[src/rtl/shared_div_unit.sv]
// Shared iterative radix-2 DIV/DIVU engine behind the mutex-lock arbiter.
// Ports: per-port grant/start/is_signed/dividend/divisor/result_ack in,
// flush in; done/release_lock per port, quotient (LO), remainder (HI), busy.
module shared_div_unit #(
  parameter int NUM_PORTS  = 4,
  parameter int DATA_WIDTH = 32
) (
  input  logic                                  clk,
  input  logic                                  rst_n,
  input  logic [NUM_PORTS-1:0]                  grant,
  input  logic [NUM_PORTS-1:0]                  start,
  input  logic [NUM_PORTS-1:0]                  is_signed,
  input  logic [NUM_PORTS-1:0][DATA_WIDTH-1:0]  dividend,
  input  logic [NUM_PORTS-1:0][DATA_WIDTH-1:0]  divisor,
  input  logic [NUM_PORTS-1:0]                  result_ack,
  input  logic                                  flush,
  output logic [NUM_PORTS-1:0]                  done,
  output logic [DATA_WIDTH-1:0]                 quotient,
  output logic [DATA_WIDTH-1:0]                 remainder,
  output logic [NUM_PORTS-1:0]                  release_lock,
  output logic                                  busy
);

  localparam int W  = DATA_WIDTH;
  localparam int IW = (NUM_PORTS > 1) ? $clog2(NUM_PORTS) : 1;
  localparam int CW = $clog2(DATA_WIDTH + 1);

  typedef enum logic [1:0] {
    IDLE,
    BUSY,
    DONE
  } state_t;

  state_t         state_q;
  state_t         state_d;
  logic [IW-1:0]  owner_q;
  logic [CW-1:0]  cnt_q;
  logic [W-1:0]   rem_q;
  logic [W-1:0]   quo_q;
  logic [W-1:0]   dvs_q;
  logic           q_neg_q;
  logic           r_neg_q;
  logic           dz_q;

  logic [NUM_PORTS-1:0] req;
  logic [NUM_PORTS-1:0] rel;
  logic [IW-1:0]        acc_idx;
  logic                 accept;
  logic [W-1:0]         a_sel;
  logic [W-1:0]         b_sel;
  logic                 a_neg;
  logic                 b_neg;
  logic [W-1:0]         a_mag;
  logic [W-1:0]         b_mag;
  logic [W:0]           shifted;
  logic [W:0]           diff;
  logic                 ge;
  logic [W-1:0]         r_step;
  logic [W-1:0]         q_step;

  // Operand select and one restoring shift-subtract step.
  always_comb begin
    req     = grant & start;
    acc_idx = '0;
    for (int i = NUM_PORTS - 1; i >= 0; i--) begin
      if (req[i]) acc_idx = IW'(i);
    end
    accept  = (state_q == IDLE) && !flush && (|req);
    a_sel   = dividend[acc_idx];
    b_sel   = divisor[acc_idx];
    a_neg   = is_signed[acc_idx] & a_sel[W-1];
    b_neg   = is_signed[acc_idx] & b_sel[W-1];
    a_mag   = a_neg ? -a_sel : a_sel;
    b_mag   = b_neg ? -b_sel : b_sel;
    shifted = {rem_q, quo_q[W-1]};
    diff    = shifted - {1'b0, dvs_q};
    ge      = ~diff[W];
    r_step  = ge ? diff[W-1:0] : shifted[W-1:0];
    q_step  = {quo_q[W-2:0], ge};
  end

  always_comb begin
    state_d = state_q;
    rel     = '0;
    unique case (state_q)
      IDLE: begin
        if (accept) state_d = BUSY;
      end
      BUSY: begin
        if (flush) begin
          state_d      = IDLE;
          rel[owner_q] = 1'b1;
        end else if (cnt_q == CW'(1)) begin
          state_d = DONE;
        end
      end
      DONE: begin
        if (flush || result_ack[owner_q]) begin
          state_d      = IDLE;
          rel[owner_q] = 1'b1;
        end
      end
      default: state_d = IDLE;
    endcase
  end

  always_comb begin
    done = '0;
    for (int i = 0; i < NUM_PORTS; i++) begin
      done[i] = (state_q == DONE) && (owner_q == IW'(i));
    end
  end

  assign release_lock = rel;
  assign busy         = (state_q != IDLE);

  always_ff @(posedge clk or negedge rst_n) begin
    if (!rst_n) begin
      state_q   <= IDLE;
      owner_q   <= '0;
      cnt_q     <= '0;
      rem_q     <= '0;
      quo_q     <= '0;
      dvs_q     <= '0;
      q_neg_q   <= 1'b0;
      r_neg_q   <= 1'b0;
      dz_q      <= 1'b0;
      quotient  <= '0;
      remainder <= '0;
    end else begin
      state_q <= state_d;
      if (accept) begin
        owner_q <= acc_idx;
        cnt_q   <= CW'(DATA_WIDTH);
        rem_q   <= '0;
        quo_q   <= a_mag;
        dvs_q   <= b_mag;
        q_neg_q <= a_neg ^ b_neg;
        r_neg_q <= a_neg;
        dz_q    <= (b_sel == '0);
      end else if (state_q == BUSY && !flush) begin
        rem_q <= r_step;
        quo_q <= q_step;
        cnt_q <= cnt_q - CW'(1);
        if (cnt_q == CW'(1)) begin
          // Zero divisor: quotient all ones; remainder fixup restores dividend.
          quotient  <= dz_q ? '1 : (q_neg_q ? -q_step : q_step);
          remainder <= r_neg_q ? -r_step : r_step;
        end
      end
    end
  end

  // Two simultaneous grant+start in IDLE is an arbiter protocol error.
  a_one_req: assert property (
    @(posedge clk) disable iff (!rst_n)
    (state_q == IDLE && !flush) |-> $onehot0(grant & start)
  );

endmodule
[config.mk]
export PLATFORM = sky130hd
export DESIGN_NAME = shared_div_unit
export DESIGN_NICKNAME = d
export VERILOG_FILES = /design/src/rtl/shared_div_unit.sv
export SDC_FILE = /design/constraint.sdc
export NUM_CORES = 1
export LEC_CHECK = 0
export ABC_AREA = 1
export ABC_CLOCK_PERIOD_IN_PS = 3800
export CAP_MARGIN = 30
export CORE_ASPECT_RATIO = 0.75
export CORE_MARGIN = 10
export CORE_UTILIZATION = 40
export DETAILED_ROUTE_END_ITERATION = 7
export GPL_ROUTABILITY_DRIVEN = 0
export PLACE_DENSITY = 0.68
export SLEW_MARGIN = 40
export SYNTH_ARGS = -nofsm -noshare
export SYNTH_HDL_FRONTEND = slang
export SYNTH_SLANG_ARGS = --single-unit
[constraint.sdc]
create_clock -name clk -period 3.8 [get_ports clk]
set_clock_uncertainty 0.2 [all_clocks]
set_input_delay 0.76 -clock clk [delete_from_list [all_inputs] [get_ports clk]]
set_output_delay 0.76 -clock clk [all_outputs]
set_load 0.02 [all_outputs]
Word-level counts from Yosys, hierarchy flattened --
Cells that the tools add are included.
Word-level totals: logic and storage cells 87, register bits after elaboration 173, input port bits 275, output and inout port bits 73
Operators by class: bitwise gates (word level) 6, reductions and logical operators 18, muxes and demuxes 34, add/subtract/negate cells 6, equal/unequal tests 9, magnitude comparators 3
Operators with widths (number):
- 2-to-1 mux 32 bit | 12
- binary-select mux 32 bit (select 2 bit) | 2
- negator 32 bit | 4
- subtractor 33 x 32 -> 33 bit | 1
- zero test 32 bit | 1
- 2-to-1 mux 2 bit | 8
- 2-to-1 mux 6 bit | 2
- logical AND 1 bit | 8
- 2-to-1 mux 4 bit | 2
- case mux 4 bit (2 select lines) | 1
- equality test 2 bit (second input constant) | 3
- equality test 6 x 1 -> 1 bit (second input constant) | 1
- < comparator 2 x 3 -> 1 bit (second input constant) | 2
- case mux 2 bit (3 select lines) | 1
- AND reduction 3 bit | 2
- subtractor 6 x 1 -> 6 bit (second input constant) | 1
- AND 4 bit | 1
- binary-select mux 1 bit (select 2 bit) | 2
- equality test 2 x 1 -> 1 bit (second input constant) | 2
- zero test 2 bit | 2
- != test 2 bit (second input constant) | 2
- nonzero test 2 bit | 2
- OR reduction 4 bit | 1
- 2-to-1 mux 1 bit | 3
- other kinds (8) | 10

Longest topological paths before layout --
Gate-level depths: netlist of the first run.
depth after elaboration 10, gate-level depth with buffers 28, depth with buffers taken out 27

Worst setup path after synthesis of the first run --
OpenSTA, ideal clock, no wires.
kind flip-flop to flip-flop, from reg quo_q[31], to reg quotient[30], arrival 3684 ps, path slack -204 ps, required time 3481 ps, path buffers 1, period minus slack after synthesis 4004 ps, cell stages (with the launch flop) 29, cell sequence dfrtp_1 -> inv_1 -> ha_1 -> fa_1 -> inv_1 -> nand2_1 -> nand2_1 -> nand3_1 -> nand2_2 -> nand2_2 -> nand2_4 -> nand2_4 -> nand2_4 -> nand2_4 -> nand2_8 -> buf_6 -> ha_1 -> nand3_1 -> nor3_1 -> nand3_1 -> nor3_1 -> nand2_1 -> o21ai_0 -> o21ai_0 -> a21oi_1 -> o21ai_0 -> xor2_1 -> o22ai_1 -> inv_1
On the way: word-level cells in the longest chain between the ends 5
Ends and longest elaborated chain:
- from (decl) | line 39 | logic [W-1:0] quo_q;
- from (signal assigned) | line 136 | quo_q <= a_mag;
- from (signal assigned) | line 143 | quo_q <= q_step;
- subtractor 33 x 32 -> 33 bit | line 76 | diff = shifted - {1'b0, dvs_q};
- inverter 1 bit | line 77 | ge = ~diff[W];
- negator 32 bit | line 147 | quotient <= dz_q ? '1 : (q_neg_q ? -q_step : q_step);
- 2-to-1 mux 32 bit (2 in a row) | line 147
- to (signal assigned) | line 147
- to (decl) | line 18 | output logic [DATA_WIDTH-1:0] quotient,
Every way passes these cells. A chain may end at the register's enable or synchronous reset.

Worst setup path after layout of the first run --
Same ends and word-level chain as after synthesis.

==> metrics.md, run 1 <==
| Metric | Value |
|---|---|
| Status | finished, final reports clean |
| First-pass GRT wire length | 95.0 mm |
| Placed Cells | 3,448 |
| 1st-pass router iterations | 6 |
| GRT Overall Usage | 25.3% |
| Yosys reg bits | 173 |
| PortBufs | 347 |
| RSZ-0062 raised after global routing | yes |
| Die footprint | 46,900 sq um |
| Worst-case clock buffer depth | 2 |
| Required time worst endpoint | 3.94 ns |
| CP Data Arrival Time | 3.83 ns |
| IO Pins | 348 |
| DR DRC count | 0 |
| Peak VDD IR | 488 uV |
| Crit path from | quo_q[31] |
| Drt wl/cell | 17.2 microns |
| DRT met1 WL | 24.7 mm |
| H-tree lvl count | 4 |
| Worst hold slack | 0.102 ns |
| Sw Pwr | 8.70 mW |
| Post-Synthesis Cells | 2,465 |
| Layout cells sized above 1 | 13.0% |
| Area Growth Syn to Fin | 41.5% |
| FF-to-FF Start | quo_q[31] |
| HP Class | input port to asynchronous set/reset pin |
| Fmax | 271 MHz |
| Total negative slack | 0 ns |
| WL met2 | 29.4 mm |
| Dpl cell area | 21,000 sq um |
| Maxcap violations | 0 |
| Top layer in use | met4 |
| Mean Syn Cell Area | 6.26 sq um |
| Endpoint type of the worst setup path | flop |
| FFs w/ async S/R, synth | 100% |
| Post-route ant nets | 0 |
| Sw frac | 50.7% |
| CTS Buf Count | 17 |
| Type of origin of the critical path | flop |
| Most frequent cells in the layout | nand2_1, clkdlybuf4s50_1, inv_1 |
| Starting Density | 40.4% |
| Cell Area, Synth | 15,400 sq um |
| Leading cell type in the layout, fill and taps excluded | nand2_1 |
| Post-Layout Cell Count | 3,492 |
| Tmin final | 3.69 ns |
| Synthesized Nets | 2,782 |
| Sequential fraction of design power | 19.0% |
| Row count | 62 |
| Fin area | 21,800 sq um |
| Number of DRC markers in iteration 0 | 1,852 |
| Total internal power | 8.45 mW |
| Vias per inst | 5.27 |
| Die Width | 247 microns |
| Met3 routed wirelength | 4.28 mm |
| CTS sink cnt | 173 |
| Total grt overflow | 0 |
| CTS Root Cell | clkbuf_16 |
| Total power | 17.2 mW |
| Vias in the first global route | 17,900 |
| Post-DP HPWL | 48.6 mm |
| Core area | 38,200 sq um |
| Yosys warns | 0 |
| WL final | 60.2 mm |
| Largest net degree at the start of global routing | 67 |
| Antenna violations before repair | 0 |
| CTS tree | built |
| Slew @ Worst Pin | 0.682 ns |
| Fin. max-slew vios | 0 |
| Unique masters post-synth | 57 |
| EDFF count, synth | 0 |
| Power Density | 785 nW/um^2 |
| CP Max Fanout | 3 |
| CTS Hold Bufs | 0 |
| Leakage Power | 10.8 nW |
| Seq/Total Area, Yosys | 28.1% |
| Final Hold Fails | 0 |
| Final period utilization | 97.0% |
| Layout Nets | 3,285 |
| Worst-path clk slew | 0.07 ns |
| Slew headroom | 54.5% |
| # setup viols final | 0 |
| Crit path kind | flop to flop |
| Comb pwr share | 70.9% |
| Antenna fix cells | 0 |
| Height of the die | 190 microns |
| Most common flop cell mapped by yosys | dfrtp_1 |
| Clk_lat worst skew | 0.45 ns |
| Via count | 18,400 |
| Clock network power share | 10.1% |
[metrics by stage]
step                      worst slack (ns)  utilization, %
after floorplan                    0.00430               -
after global placement              -0.190            55.0
after detailed placement            -0.203            55.0
after CTS                           0.0120            56.7
after global routing               -0.0975            57.2
final                                0.114            57.2
[cells in the mapped netlist (3+ instances only)]
library cell,count,area (sq um)
o211ai_1,45,338
inv_1,338,1270
xnor2_1,22,193
xor2_1,45,394
nand2_4,10,113
clkbuf_1,33,124
nand3_1,223,1120
o21ai_2,3,26.3
nand3b_1,12,90.1
buf_1,21,78.8
buf_2,37,185
a21o_1,3,22.5
o21ai_0,130,651
a31oi_1,3,18.8
nand4_1,30,188
a2bb2oi_1,5,43.8
inv_2,5,18.8
o221ai_1,19,166
buf_4,5,37.5
nand3_2,4,40.0
a21oi_2,4,35.0
a21oi_1,68,340
o22ai_1,44,275
nand2_1,809,3040
ha_1,41,513
nor2_1,177,664
nor3_1,25,125
o31ai_1,4,30.0
o21bai_1,8,60.1
nand2_2,27,169
a32oi_1,6,52.6
o21ai_1,18,90.1
dfrtp_1,173,4330
nor2_2,17,106
o22a_1,11,96.3
or2_2,7,43.8
nor4_1,8,50.1
[power groups by stage]
stage | Clock (mW) | Combinational (mW) | Sequential, mW
global placement | 0 | 11.4 | 3.25
finish | 1.73 | 12.2 | 3.26
floorplan | 0 | 7.10 | 3.41
global route | 1.83 | 13.4 | 3.35
detailed placement | 0 | 11.6 | 3.25
CTS | 1.76 | 11.8 | 3.24
[state kept, by name, summed over array words and instances (netlist names), 2 cells and up]
| name | flops |
|---|---|
| dvs_q | 32 |
| quotient | 32 |
| owner_q | 2 |
| state_q | 2 |
| quo_q | 32 |
| rem_q | 32 |
| cnt_q | 6 |
| remainder | 32 |
[metal layers]
| layer | vias to the layer above | GRT usage (%) |
|---|---|---|
| met1 | 8567 | 31.3 |
| met3 | 119 | 4.15 |
| li1 | 8982 | - |
| met4 | 0 | 8.22 |
| met2 | 718 | 44.0 |
| met5 | - | 0 |
[repair_timing]
action | CTS | global route
gates resized for setup | 8 | 34
gates cloned | 0 | 0
endpoints found under the setup margin | 3 | 32
setup buffers | 5 | 8
pin swaps | 4 | 12
[worst paths after layout]
| check | endpoint | slack, ns | cells after the start |
|---|---|---|---|
| setup / recovery | quotient[30] | 0.11 | 27 |
| hold / removal | dvs_q[2] | 0.10 | 1 |
| setup reg to reg | quotient[30] | 0.11 | 27 |
| hold reg to reg | remainder[4] | 0.28 | 2 |
| max in group asynchronous | quo_q[19] | 2.47 | 2 |
| min in group clk | remainder[4] | 0.28 | 2 |
[worst max-delay path: stages, from the launching register on]
cell	delay, ns
dfrtp_1	0.36
inv_2	0.06
ha_4	0.16
fa_2	0.36
inv_2	0.07
nand2_2	0.05
nand2_2	0.06
nand3_2	0.06
nand2_2	0.08
nand2_2	0.07
nand2_4	0.07
nand2_4	0.06
nand2_4	0.08
nand2_4	0.07
nand2_8	0.10
ha_4	0.14
nand3_4	0.09
nor3_4	0.18
nand3_2	0.11
nor3_2	0.17
nand2_2	0.12
o21ai_2	0.17
o21ai_2	0.09
a21oi_2	0.13
o21ai_1	0.09
xor2_1	0.17
o22ai_1	0.11
inv_1	0.05
[cell type report]
class                   count  area (sq um)
clock inverters             9          87.6
clock buffers              22           474
fillers                  3632         16300
multi-input cells        1850          9550
inverters                 343          1290
flip-flops and latches    173          4330
repair buffers            583          5470
well taps                 512           641
[cell families (layout without fill, tap and decap cells)]
group	count (synthesis)	in the layout	synth area share, %
xor+xnor	67	67	3.80
compound gates	381	381	15.2
flops	173	173	28.1
fa+ha+maj	42	42	3.45
simple gates	1360	1360	38.1
buf+inv	442	957	11.3
Note: power is estimated with default switching activity, not from simulation.
==> run 2, diff against run 1 <==
SETUP_SLACK_MARGIN = 0.05   (was not set)
==> run 2 against run 1 <==
- the run now ends with DRC left
- critical path depth shrank 1
- clock-buffer cell count shrank 3
- cell count down 0.57%
- clock power rose by 8%
- die area did not move
- via count fell by 1.6%
- power shrank 1.1%
- critical endpoint unchanged
- largest cell class unchanged
- highest routed layer unchanged
==> metrics.md, run 2 (synthesis gave the netlist of run 1 again) <==
| Metric | Value |
|---|---|
| CP bufs+invs | 2 (-1) |
| # setup viols final | 0 (unchanged) |
| Fin area | 21,700 sq um (-0.76%) |
| Placed Cells | 3,427 (-0.61%) |
| PortBufs | 347 (unchanged) |
| Final period utilization | 96.3% (-0.75 points) |
| Path depth of the worst reg2reg path | 26 (-3.7%) |
| Core area | 38,200 sq um (unchanged) |
| Type of origin of the critical path | flop |
| CTS Hold Bufs | 0 (unchanged) |
| Total grt overflow | 0 (unchanged) |
| Fmax | 273 MHz (+0.78%) |
| Starting Density | 40.4% (unchanged) |
| Crit-path leading delay family | simple AND/OR/NAND/NOR gates |
| Antenna fix cells | 0 (unchanged) |
| Drt wl/cell | 17.3 microns (+0.36%) |
| Required time worst endpoint | 3.94 ns (about the same) |
| IO Pins | 348 (unchanged) |
| Vias per inst | 5.21 (-1.0%) |
| Dpl cell area | 20,800 sq um (-1.1%) |
| Area Growth Syn to Fin | 40.4% |
| Leading cell type in the layout, fill and taps excluded | nand2_1 |
| Leakage Power | 10.8 nW (-0.71%) |
| Number of DRC markers in iteration 0 | 1,798 (-2.9%) |
| Maxcap violations | 0 (unchanged) |
| Failing checks | DRC |
| Post-DP HPWL | 48.8 mm (+0.35%) |
| Worst hold slack | 0.170 ns (+0.0673 ns) |
| CP max stage delay | 0.41 ns (+0.05 ns) |
| Vias in the first global route | 17,800 (-0.58%) |
| Tmin final | 3.66 ns (-0.0284 ns) |
| Total power | 17.0 mW (-1.1%) |
| H-tree lvl count | 4 (unchanged) |
| DR DRC count | 2 (+2) |
| Worst-case clock buffer depth | 2 (unchanged) |
| RSZ-0062 raised after global routing | yes |
| Final Hold Fails | 0 (unchanged) |
| First-pass GRT wire length | 94.7 mm (-0.36%) |
| Slew @ Worst Pin | 0.761 ns (+0.0792 ns) |
| CTS tree | built |
| Layout cells sized above 1 | 12.5% (-0.49 points) |
| Total negative slack | 0 ns (unchanged) |
| Fillcell total | 3,691 (+1.6%) |
| Worst-path clk slew | 0.07 ns (about the same) |
| Post-route ant nets | 0 (unchanged) |
| Most used cell, CP | nand2_2 |
| Die footprint | 46,900 sq um (unchanged) |
| Layout Nets | 3,265 (-0.61%) |
| Pre-CTS WS | -0.237 ns (-0.0333 ns) |
| 1st-pass router iterations | 8 (+2) |
| Crit path kind | flop to flop |
| Status | finished, violations left |
| CP Data Arrival Time | 3.79 ns (-0.04 ns) |
| CTS sink cnt | 173 (unchanged) |
| Peak VDD IR | 509 uV (+4.3%) |
| Antenna violations before repair | 0 (unchanged) |
| Power Density | 783 nW/um^2 (-0.32%) |
| Slowest-stage cell, CP | dfrtp_1 |
| CTS Buf Count | 17 (unchanged) |
| Slew headroom | 49.3% (-5.3 points) |
| Height of the die | 190 microns (unchanged) |
| Via count | 18,100 (-1.6%) |
| Number of cells on the critical path | 26 (-3.7%) |
| HP Class | input port to asynchronous set/reset pin |
| Endpoint type of the worst setup path | flop |
| Most frequent cells in the layout | nand2_1, clkdlybuf4s50_1, inv_1 |
| CP Max Fanout | 3 (unchanged) |
| Clk_lat worst skew | 0.45 ns (about the same) |
| Post-Layout Cell Count | 3,472 (-0.57%) |
| Row count | 62 (unchanged) |
| Largest net degree at the start of global routing | 87 (+30%) |
| Fin. max-slew vios | 0 (unchanged) |
| WL final | 60.1 mm (-0.21%) |
| GRT Overall Usage | 25.2% (-0.099 points) |
| Die Width | 247 microns (unchanged) |
| Layout Utilization | 56.8% (-0.44 points) |
| Worst Slack Setup Final | 0.142 ns (+0.0284 ns) |
| CTS Root Cell | clkbuf_16 |
-- run 2: changes by cell type in the layout (fill, tap and decap cells not counted), moves of 2 or more --
cell,delta
clkinv_2,-2
nand2_2,-2
buf_4,-12
nand2_1,+2
o21ai_2,+2
buf_6,-3
clkbuf_1,-2
bufinv_16,+2
buf_12,-6
-- run 2: cell type report --
cell class,count,area (sq um),share of cell area (%)
well taps,512,641,2.96
inverters,343,1290,5.94
multi-input cells,1850,9560,44.1
repair buffers,563,5240,24.2
clock inverters,12,163,0.750
flip-flops and latches,173,4330,20.0
clock buffers,19,453,2.09
-- run 2: final timing paths --
check | end | from | slack, ns
worst max-delay path | quotient[30] | dvs_q[0] | 0.14
worst min-delay path | dvs_q[4] | rst_n | 0.17
worst max register to register | quotient[30] | dvs_q[0] | 0.14
worst min register to register | remainder[18] | remainder[18] | 0.28
max in group asynchronous | r_neg_q | rst_n | 2.37
min in group clk | remainder[18] | remainder[18] | 0.28
-- run 2: repair_timing --
item                                    CTS  global route
setup buffers                             4            10
hold endpoints to repair                  0             0
endpoints found under the setup margin    3            46
pin swaps                                 4            13
resized for setup                         5            39
-- run 2: layer usage --
metal	global-route usage, %	part of all wire [%]	vias up
li1	-	-	8960
met1	31.7	43	8436
met2	44.1	49	612
met3	3.60	6.1	89
met4	6.90	2.3	0
met5	0	0	-
-- run 2: worst register-to-register path, cell delays in order (launching register included) --
cell and delay, ns:
dfrtp_1 0.41, ha_4 0.18, fa_2 0.37, inv_2 0.07, nand2_2 0.05, nand2_2 0.07, nand3_2 0.06, nand2_2 0.08
nand2_2 0.07, nand2_4 0.08, nand2_4 0.07, nand2_4 0.07, nand2_4 0.07, nand2_8 0.09, ha_4 0.15, nand3_4 0.09
nor3_4 0.21, nand3_2 0.11, nor3_2 0.13, nand2_2 0.10, o21ai_2 0.16, o21ai_2 0.09, a21oi_2 0.15, o21ai_1 0.10
xor2_1 0.18, o22ai_1 0.10, inv_1 0.05
-- run 2: where the power goes --
part           switching, mW  total [mW]  leakage, nW  internal (mW)
combinational           7.12        11.8         8.28           4.70
sequential             0.656        3.27         2.20           2.62
clock                  0.797        1.87        0.290           1.07
total                   8.57        17.0         10.8           8.39
